File: config.mk
export PLATFORM = sky130hd
export DESIGN_NAME = display_scan_ctrl
export DESIGN_NICKNAME = d
export VERILOG_FILES = /design/src/rtl/display_pkg.sv /design/src/rtl/display_scan_timer.sv /design/src/rtl/display_scan_ctrl.sv
export SDC_FILE = /design/constraint.sdc
export NUM_CORES = 1
export LEC_CHECK = 0
export CORE_MARGIN = 2
export CORE_UTILIZATION = 50
export CTS_CLUSTER_DIAMETER = 50
export CTS_CLUSTER_SIZE = 25
export DETAILED_ROUTE_END_ITERATION = 10
export GPL_ROUTABILITY_DRIVEN = 0
export PLACE_DENSITY_LB_ADDON = 0.08
export REMOVE_ABC_BUFFERS = 1
export SETUP_SLACK_MARGIN = 0.1
export SYNTH_ARGS = -nofsm -noshare
export SYNTH_HDL_FRONTEND = slang
export SYNTH_HIERARCHICAL = 1
export SYNTH_SLANG_ARGS = --single-unit
File: constraint.sdc
create_clock -name clk -period 3.4 [get_ports clk]
set_input_delay 0.68 -clock clk [delete_from_list [all_inputs] [get_ports clk]]
set_output_delay 0.68 -clock clk [all_outputs]
set_load 0.05 [all_outputs]
File: src/rtl/display_pkg.sv
// Shared types and helpers for the multiplexed 7-segment scan controller.
package display_pkg;
    localparam int DIGIT_W    = 4;
    localparam int MAX_DIGITS = 32;

    typedef enum logic [1:0] {OFF, SHOW, BLANK} scan_state_t;

    function automatic logic [MAX_DIGITS-1:0] onehot(input int unsigned idx);
        return MAX_DIGITS'(1) << idx;
    endfunction
endpackage

File: src/rtl/display_scan_timer.sv
// Loadable down-counter shared by the SHOW and BLANK phases; parks at zero.
module display_scan_timer
    import display_pkg::*;
#(
    parameter int CNT_W = 4
) (
    input  logic             clk,
    input  logic             rst,
    input  logic             i_clear,
    input  logic             i_load,
    input  logic [CNT_W-1:0] i_load_val,
    output logic [CNT_W-1:0] o_count,
    output logic             o_last
);
    logic [CNT_W-1:0] r_count;

    always_ff @(posedge clk) begin
        if (rst || i_clear)
            r_count <= '0;
        else if (i_load)
            r_count <= i_load_val;
        else if (r_count != '0)
            r_count <= r_count - 1'b1;
    end

    assign o_count = r_count;
    assign o_last  = (r_count == CNT_W'(1));
endmodule

File: src/rtl/display_scan_ctrl.sv
// Time-multiplexed scan controller for a multi-digit 7-segment display.
// Optional leading-zero blanking is enabled by defining DISPLAY_SCAN_LZB_EN.
module display_scan_ctrl
    import display_pkg::*;
#(
    parameter int NUM_DIGITS   = 4,
    parameter int SCAN_DIV     = 1000,
    parameter int BLANK_CYCLES = 16
) (
    input  logic                          clk,
    input  logic                          rst,
    input  logic                          enable,
    input  logic                          load_valid,
    output logic                          load_ready,
    input  logic [DIGIT_W*NUM_DIGITS-1:0] load_digits,
    input  logic [NUM_DIGITS-1:0]         load_dp,
    output logic [DIGIT_W-1:0]            data,
    output logic                          dp,
    output logic [NUM_DIGITS-1:0]         an,
    output logic                          frame_tick
);
    localparam int CNT_MAX = (SCAN_DIV > BLANK_CYCLES) ? SCAN_DIV : BLANK_CYCLES;
    localparam int CNT_W   = $clog2(CNT_MAX + 1);
    localparam int IDX_W   = (NUM_DIGITS > 1) ? $clog2(NUM_DIGITS) : 1;

    scan_state_t                           r_state;
    logic [IDX_W-1:0]                      r_idx;
    logic [NUM_DIGITS-1:0][DIGIT_W-1:0]    r_disp, r_pend;
    logic [NUM_DIGITS-1:0]                 r_disp_dp, r_pend_dp;
    logic                                  r_pend_full, r_ready, r_dp, r_tick;
    logic [DIGIT_W-1:0]                    r_data;
    logic [NUM_DIGITS-1:0]                 r_an;

    logic [CNT_W-1:0]                      w_count;
    logic                                  w_last, w_zero, w_wrap, w_commit, w_accept;
    logic                                  w_start_show, w_end_show, w_pend_full_nxt;
    logic [IDX_W-1:0]                      w_show_idx;
    logic [NUM_DIGITS-1:0][DIGIT_W-1:0]    w_src_digits;
    logic [NUM_DIGITS-1:0]                 w_src_dp, w_lit_mask, w_an_next;

    display_scan_timer #(.CNT_W(CNT_W)) u_timer (
        .clk        (clk),
        .rst        (rst),
        .i_clear    (!enable),
        .i_load     (w_start_show || w_end_show),
        .i_load_val (w_start_show ? CNT_W'(SCAN_DIV) : CNT_W'(BLANK_CYCLES)),
        .o_count    (w_count),
        .o_last     (w_last)
    );

    // Counter at zero while in SHOW only happens right after reset: treat it as a scan start.
    assign w_zero       = (w_count == '0);
    assign w_wrap       = (r_state == BLANK) && w_last && (r_idx == IDX_W'(NUM_DIGITS - 1));
    assign w_commit     = r_pend_full && (!enable || w_wrap);
    assign w_accept     = load_valid && !r_pend_full;
    assign w_start_show = enable && ((r_state == OFF) || ((r_state == SHOW) && w_zero) ||
                                     ((r_state == BLANK) && w_last));
    assign w_end_show   = enable && (r_state == SHOW) && w_last;
    assign w_pend_full_nxt = w_commit ? 1'b0 : (w_accept ? 1'b1 : r_pend_full);

    assign w_src_digits = w_commit ? r_pend    : r_disp;
    assign w_src_dp     = w_commit ? r_pend_dp : r_disp_dp;

    always_comb begin
        w_show_idx = '0;
        if ((r_state == BLANK) && !w_wrap)
            w_show_idx = r_idx + IDX_W'(1);
    end

`ifdef DISPLAY_SCAN_LZB_EN
    logic [NUM_DIGITS-1:0] w_hi_zero;
    always_comb begin
        w_hi_zero = '0;
        w_hi_zero[NUM_DIGITS-1] = (w_src_digits[NUM_DIGITS-1] == '0);
        for (int i = NUM_DIGITS - 2; i >= 0; i--)
            w_hi_zero[i] = (w_src_digits[i] == '0) && w_hi_zero[i+1];
    end
    // Digit 0 always lights so a zero value still shows "0".
    assign w_lit_mask = ~w_hi_zero | NUM_DIGITS'(1);
`else
    assign w_lit_mask = '1;
`endif

    assign w_an_next = NUM_DIGITS'(onehot(int'(w_show_idx))) & w_lit_mask;

    always_ff @(posedge clk) begin
        if (rst) begin
            r_state     <= SHOW;
            r_idx       <= '0;
            r_disp      <= '0;
            r_disp_dp   <= '0;
            r_pend      <= '0;
            r_pend_dp   <= '0;
            r_pend_full <= 1'b0;
            r_ready     <= 1'b1;
            r_an        <= '0;
            r_data      <= '0;
            r_dp        <= 1'b0;
            r_tick      <= 1'b0;
        end else begin
            r_tick      <= 1'b0;
            r_pend_full <= w_pend_full_nxt;
            r_ready     <= !w_pend_full_nxt;
            if (w_accept) begin
                r_pend    <= load_digits;
                r_pend_dp <= load_dp;
            end
            if (w_commit) begin
                r_disp    <= r_pend;
                r_disp_dp <= r_pend_dp;
            end
            if (!enable) begin
                r_state <= OFF;
                r_idx   <= '0;
                r_an    <= '0;
            end else if (w_start_show) begin
                r_state <= SHOW;
                r_idx   <= w_show_idx;
                r_an    <= w_an_next;
                r_data  <= w_src_digits[w_show_idx];
                r_dp    <= w_src_dp[w_show_idx];
                r_tick  <= w_wrap;
            end else if (w_end_show) begin
                r_state <= BLANK;
                r_an    <= '0;
            end
        end
    end

    assign load_ready = r_ready;
    assign an         = r_an;
    assign data       = r_data;
    assign dp         = r_dp;
    assign frame_tick = r_tick;
endmodule
==> Yosys cells after proc, flatten, opt, wreduce, memory -nomap -nowiden <==
Index checks and enable logic that the tools add are counted.
{ "op_classes": {"addsub": 2, "magnitude_cmp": 1, "eq_ne": 5, "n_shift": 1, "muxes": 17, "n_bitwise": 2, "n_reduce_logical": 27} }
{ "op_table": {"columns": ["cell", "n"], "rows": [
  ["two-way mux 10 bit", 3],
  ["two-way mux 16 bit", 1],
  ["two-way mux 4 bit", 4],
  ["equality test 10 x 1 -> 1 bit, second input constant", 1],
  ["zero test 10 bit", 1],
  ["nonzero test 10 bit", 1],
  ["subtractor 10 x 1 -> 10 bit, second input constant", 1],
  ["logical AND 1 bit", 9],
  ["binary-select mux 4 bit (select 2 bit)", 1],
  ["two-way mux 1 bit", 6],
  ["OR reduction 3 bit", 2],
  ["logical OR 1 bit", 5],
  ["equality test 2 bit, second input constant", 2],
  ["zero test 1 bit", 4],
  ["nonzero test 2 bit", 2],
  ["<< shifter 1 x 2 -> 4 bit, first input constant", 1],
  ["< comparator 2 x 3 -> 1 bit, second input constant", 1],
  ["inequality test 3 x 1 -> 1 bit, second input constant", 1],
  ["adder 2 x 1 -> 2 bit, second input constant", 1],
  ["binary-select mux 1 bit (select 2 bit)", 1],
  ["equality test 2 x 1 -> 1 bit, second input constant", 1],
  ["zero test 2 bit", 1],
  ["two-way mux 2 bit", 1],
  ["inverter 1 bit", 2],
  ["other kinds (2)", 2]
]} }
{ "word_totals": {"ff_bits": 66, "in_bits": 24} }

==> Longest topological paths before layout <==
{ "depth": {"depth_word": 8, "mapped_depth": 12, "ltp_nobuf": 10} }

==> Cells and area by module <==
Netlist, hierarchy kept.
{ "by_module_without_submodules": {"columns": ["mod", "instances", "cells_per_inst", "area_each_um2", "seq_area_each_um2"], "rows": [
  ["display_scan_ctrl", 1, 248, 2247.2, 1121.1],
  ["display_scan_timer", 1, 73, 580.6, 200.2]
]} }

==> Least setup slack after synthesis <==
No wires, ideal clock.
{ "synth_path": {"kind": "register to register", "from": "register u_timer.r_count[7], in the netlist u_timer/o_count[7]", "to": "register r_data[3], in the netlist data[3]", "arrival_time_ps": 2590, "setup_slack_ps": 691, "stages_incl_launch_ff": 10, "synth_period_minus_slack_ps": 2709, "path_cell_list": "dfxtp_1 > or4_4 > nor3_1 > and3_1 > nand4b_1 > a21boi_2 > buf_4 > mux2i_1 > o22ai_1 > o31a_1"} }
{ "synth_via": {"elab_chain_cells": 8, "word_cells_on_any_way": 17, "classes_between": "eq/ne (1); mux (4); reduce/logical (12)"} }
{ "synth_rtl": {"columns": ["item", "line_no", "source"], "rows": [
  ["from (decl)", "display_scan_timer.sv:15", "logic [CNT_W-1:0] r_count;"],
  ["from (signal assigned)", "display_scan_timer.sv:21", "r_count <= i_load_val;"],
  ["from (signal assigned)", "display_scan_timer.sv:23", "r_count <= r_count - 1'b1;"],
  ["equality test 10 x 1 -> 1 bit (*)", "display_scan_timer.sv:27", "assign o_last = (r_count == CNT_W'(1));"],
  ["net w_last", "display_scan_ctrl.sv:35", "logic w_last, w_zero, w_wrap, w_commit, w_accept;"],
  ["logical AND 1 bit (*)", "display_scan_ctrl.sv:53, display_scan_ctrl.sv:57", null],
  ["logical AND 1 bit", "display_scan_ctrl.sv:53", "assign w_wrap = (r_state == BLANK) && w_last && (r_idx == IDX_W'(NUM_DIGITS - 1));"],
  ["logical OR 1 bit or zero test 1 bit (tied branches)", "display_scan_ctrl.sv:54, display_scan_ctrl.sv:66", null],
  ["logical AND 1 bit, on equally long branches", "display_scan_ctrl.sv:54, display_scan_ctrl.sv:66", null],
  ["two-way mux 16 bit or two-way mux 2 bit (tied branches)", null, null],
  ["binary-select mux 4 bit (select 2 bit)", "display_scan_ctrl.sv:120", "r_data <= w_src_digits[w_show_idx];"],
  ["two-way mux 4 bit (implied by the code)", "display_scan_ctrl.sv:120", null],
  ["to (signal assigned)", "display_scan_ctrl.sv:120", null],
  ["to (decl)", "display_scan_ctrl.sv:31", "logic [DIGIT_W-1:0] r_data;"]
]} }
The timed path passes the listed nets; every way through them passes the cells marked *. The select of a mux whose other input is x is not followed.
A chain may end at the register's enable or synchronous reset.

==> Worst setup path in the final report <==
{ "layout_path": {"from": "register u_timer.r_count[7], in the netlist u_timer/o_count[7]", "to": "register r_data[2], in the netlist data[2]"} }
Same word-level chain as after synthesis.

==> qor.txt <==
Cell-by-cell listing of the critical path: or4_4 -> nor3_1 -> and3_1 -> nand4b_1 -> a21boi_2 -> buf_12 -> mux2i_1 -> o22ai_1 -> o31a_1
Fmax: 0.341 GHz
Startpoint of the most critical setup path: u_timer/o_count[7]
Clock Path Buffers: 2
Number of cells traversed by the worst register-to-register path: 9
Remaining Overflow, GRT: 0
Min-Delay Path Class: flip-flop to flip-flop
Worst skew pair latency: 0.33 ns
Wirelength per Cell: 14.0 um
Number of setup buffers added after CTS: 0
Worst vdd ir: 0.459 mV
Chip Width: 79.2 um
FF-to-FF setup slack: 0.47 ns
Share of synthesized cell area in and, or, nand and nor gates: 0.214
Area taken by flip-flops and latches: 1320 um2
# clock sinks: 66
Drt first pass iters: 4
Leakage power: 1.26 nW
Site row count: 27
Count of buffering cells on the critical path with inverters included: 1
Endpoint kind of the worst setup timing path: flip-flop
R2R Path Start: u_timer/o_count[7]
Hold Path Sink: r_pend[1]
DP HPWL: 4280 um
CORE AREA: 5470 um2
End of the worst register-to-register path: data[2]
Largest cells by area after synthesis: sky130_fd_sc_hd__dfxtp_1 47%, sky130_fd_sc_hd__mux2i_1 7.8%, sky130_fd_sc_hd__nand2_1 6.9%
Result of the run: finished, final reports clean
Number of pins exceeding their max-slew limit in the final report: 0
Fraction of the mapped netlist area in compound gates: 0.147
Number of warnings reported in the yosys synthesis log: 6
DR vias: 2,276
Cell at the slowest stage of the critical path: sky130_fd_sc_hd__or4_4
Most common cell after layout, fill and taps aside: sky130_fd_sc_hd__dfxtp_1
Share of flip-flops with an asynchronous set or reset: 0
Total GRT Usage: 0.209
Number of antenna diodes: 0
Proportion of power drawn by flip-flops and latches: 0.356
Inserted Clock Buffers: 9
Combinational Power Share: 0.454
Power density relative to cell area: 841 nW/um2
Fraction of synthesized cell area in xor and xnor cells: 0.0186
Kind of launch point of the worst setup path: flip-flop
Most common flop cell mapped by yosys: sky130_fd_sc_hd__dfxtp_1
Max-slew headroom at the worst pin: 0.461
Initial antenna violation count: 0
Register clock-pin slew on the reported worst setup and hold paths: 0.07 ns
Via count of the first global-routing pass: 2,172
Number of setup violations in the final report: 0
Hold Path Origin: r_pend[1]
Library cell occupying the most area in the post-synthesis netlist: sky130_fd_sc_hd__dfxtp_1
Type of the worst setup path: flip-flop to flip-flop
Maximum number of pins on one net before global-route repair: 23
# DRC: 0
Portion of total power attributed to the clock network: 0.191
Share of the clock period used by the worst path after layout: 0.863
Routed WL: 5990 um
Switching power: 0.00113 W
WHS Path Cells: 2
Starting utilization of the core area: 0.517
Max-cap violations: 0
TritonCTS clock tree: done
Actual slew at the worst max-slew pin: 0.804 ns
Cell Area, Synth: 2830 um2
Yosys top cell area share: 0.467
Proportion of total power due to net switching: 0.396
Fin Setup TNS: 0 ns
Crit path max-delay family: simple AND/OR/NAND/NOR gates
Via-per-instance ratio: 5.31
Dominant combinational cell family by area after synthesis: simple AND/OR/NAND/NOR gates
Number of failing hold endpoints at the final stage: 0
Portion of netlist area occupied by mux cells: 0.0938
Average cell area after synthesis: 8.81 um2
Sequential share of the synthesized area: 0.467
Iter 0 DRT Violations: 95
Count of flip-flops with a built-in enable after synthesis: 0
Design internal power: 0.00172 W
Inst Count DP: 415
Height of the chip: 79.2 um
Hold buffer count at CTS: 0
Die Area: 6270 um2
Maximum clock skew at final layout: 0.0111 ns
Ports placed on the boundary: 35
Number of unique standard cell types used by synthesis: 47
Wire length of the first global-routing pass: 10,200 um
Port Buffer Count: 34
Post-route non-filler standard cell count: 429
Data required time at the worst endpoint: 3.61 ns
Area grow syn2layout: 19.7%
Final critical delay including setup and external delays: 2.93 ns
H-tree lvl count: 3
Total of cells resized after clock tree synthesis: 0
Area of the multi-input gates: 1390 um2
Layout cell share with drive strength beyond 1: 0.0868
Critical Path AT: 3.15 ns
Commonest non-fill, non-tap cells in the layout: 66 x sky130_fd_sc_hd__dfxtp_1, 52 x sky130_fd_sc_hd__nand2_1, 39 x sky130_fd_sc_hd__nor2_1
Filler cells: 506
Synthesized flop and latch total: 66
Clock root buffer master: sky130_fd_sc_hd__clkbuf_8
Sum of internal, switching and leakage power: 0.00285 W
Number of nets in the finished design: 381
Number of instances in the synthesized netlist: 321
Synth Area in Adders: 0.0133
Highest cell delay on the worst timing path: 0.56 ns
Setup repair after global routing missed its margin: false
Max Fanout on Critical Path: 22
Antenna Violating Nets Remaining: 0
## synthesized netlist by cell type, types with 2 or more instances
cell type                  instances
sky130_fd_sc_hd__a211oi_1          5
sky130_fd_sc_hd__a21oi_1          34
sky130_fd_sc_hd__a311oi_1          2
sky130_fd_sc_hd__and3_1            2
sky130_fd_sc_hd__buf_1             2
sky130_fd_sc_hd__buf_2             2
sky130_fd_sc_hd__buf_6             2
sky130_fd_sc_hd__clkbuf_1         13
sky130_fd_sc_hd__dfxtp_1          66
sky130_fd_sc_hd__ha_1              3
sky130_fd_sc_hd__inv_1             6
sky130_fd_sc_hd__mux2i_1          22
sky130_fd_sc_hd__mux4_2            2
sky130_fd_sc_hd__nand2_1          52
sky130_fd_sc_hd__nand2b_1          4
sky130_fd_sc_hd__nand3_1          10
sky130_fd_sc_hd__nand4b_1          2
sky130_fd_sc_hd__nor2_1           39
sky130_fd_sc_hd__nor2b_1           2
sky130_fd_sc_hd__nor3_1            6
sky130_fd_sc_hd__o21ai_0           2
sky130_fd_sc_hd__o22a_1            2
sky130_fd_sc_hd__o22ai_1           6
sky130_fd_sc_hd__o31a_1            4
sky130_fd_sc_hd__or3_1             2
sky130_fd_sc_hd__or4_1             2
sky130_fd_sc_hd__or4_4             3
sky130_fd_sc_hd__xnor2_1           5
## tightest hold or removal path, cell delays in order, from the launching register on
cell and delay, ns:
sky130_fd_sc_hd__dfxtp_1 0.31, sky130_fd_sc_hd__nand2_1 0.05, sky130_fd_sc_hd__a21oi_1 0.05
## through the flow
stage | setup WS [ns] | hold slack (ns) | util | area [um2]
floorplan | 0.180 | 0.430 | - | 2740
global placement | 0.550 | 0.447 | 0.590 | 3230
detailed placement | 0.471 | 0.452 | 0.590 | 3230
finish | 0.467 | 0.458 | 0.619 | 3390
global route | 0.247 | 0.477 | 0.619 | 3390
CTS | 0.455 | 0.460 | 0.619 | 3390
## cell families after synthesis
group,Yosys count
fa+ha+maj,3
xor+xnor,6
simple gates,131
other cells,1
flops,66
compound gates,63
buf+inv,27
mux,24
## registers in the layout, summed over array words and instances (netlist names), 2 cells and up
register	cells
r_disp	16
data	4
an	4
r_disp_dp	4
r_pend	16
r_idx	2
r_state	2
u_timer/o_count	10
r_pend_dp	4
## power by group through the flow
stage / Clock, W / Sequential [W] / Combinational [W]
floorplan: 0 / 0.00110 / 0.000885
global placement: 0 / 0.00103 / 0.00128
detailed placement: 0 / 0.00103 / 0.00129
CTS: 0.000559 / 0.00101 / 0.00129
global route: 0.000592 / 0.00103 / 0.00143
finish: 0.000543 / 0.00101 / 0.00129
## final cells by class
cell class                      instances  area share
Multi-Input combinational cell        230       0.409
Sequential cell                        66       0.390
Timing Repair Buffer                   40       0.118
Clock buffer                           11      0.0418
Tap cell                               72      0.0266
Inverter                                7     0.00924
Clock inverter                          3     0.00517
## per-layer routing
layer,vias up,global-route usage,share of wire
met5,-,0,0
met1,1063,0.269,0.49
met4,0,0.0983,0.015
met3,9,0.0398,0.026
li1,1175,-,-
met2,29,0.337,0.47
## worst max path at each step
stage                   end  slack, ns  cells after the start
CTS                 data[2]       0.46                      9
detailed placement  data[2]       0.47                      9
floorplan                dp       0.18                      8
global placement    data[2]       0.55                      9
finish              data[2]       0.47                      9
global route        data[2]       0.25                      9
Power figures use the tool's default switching activity.
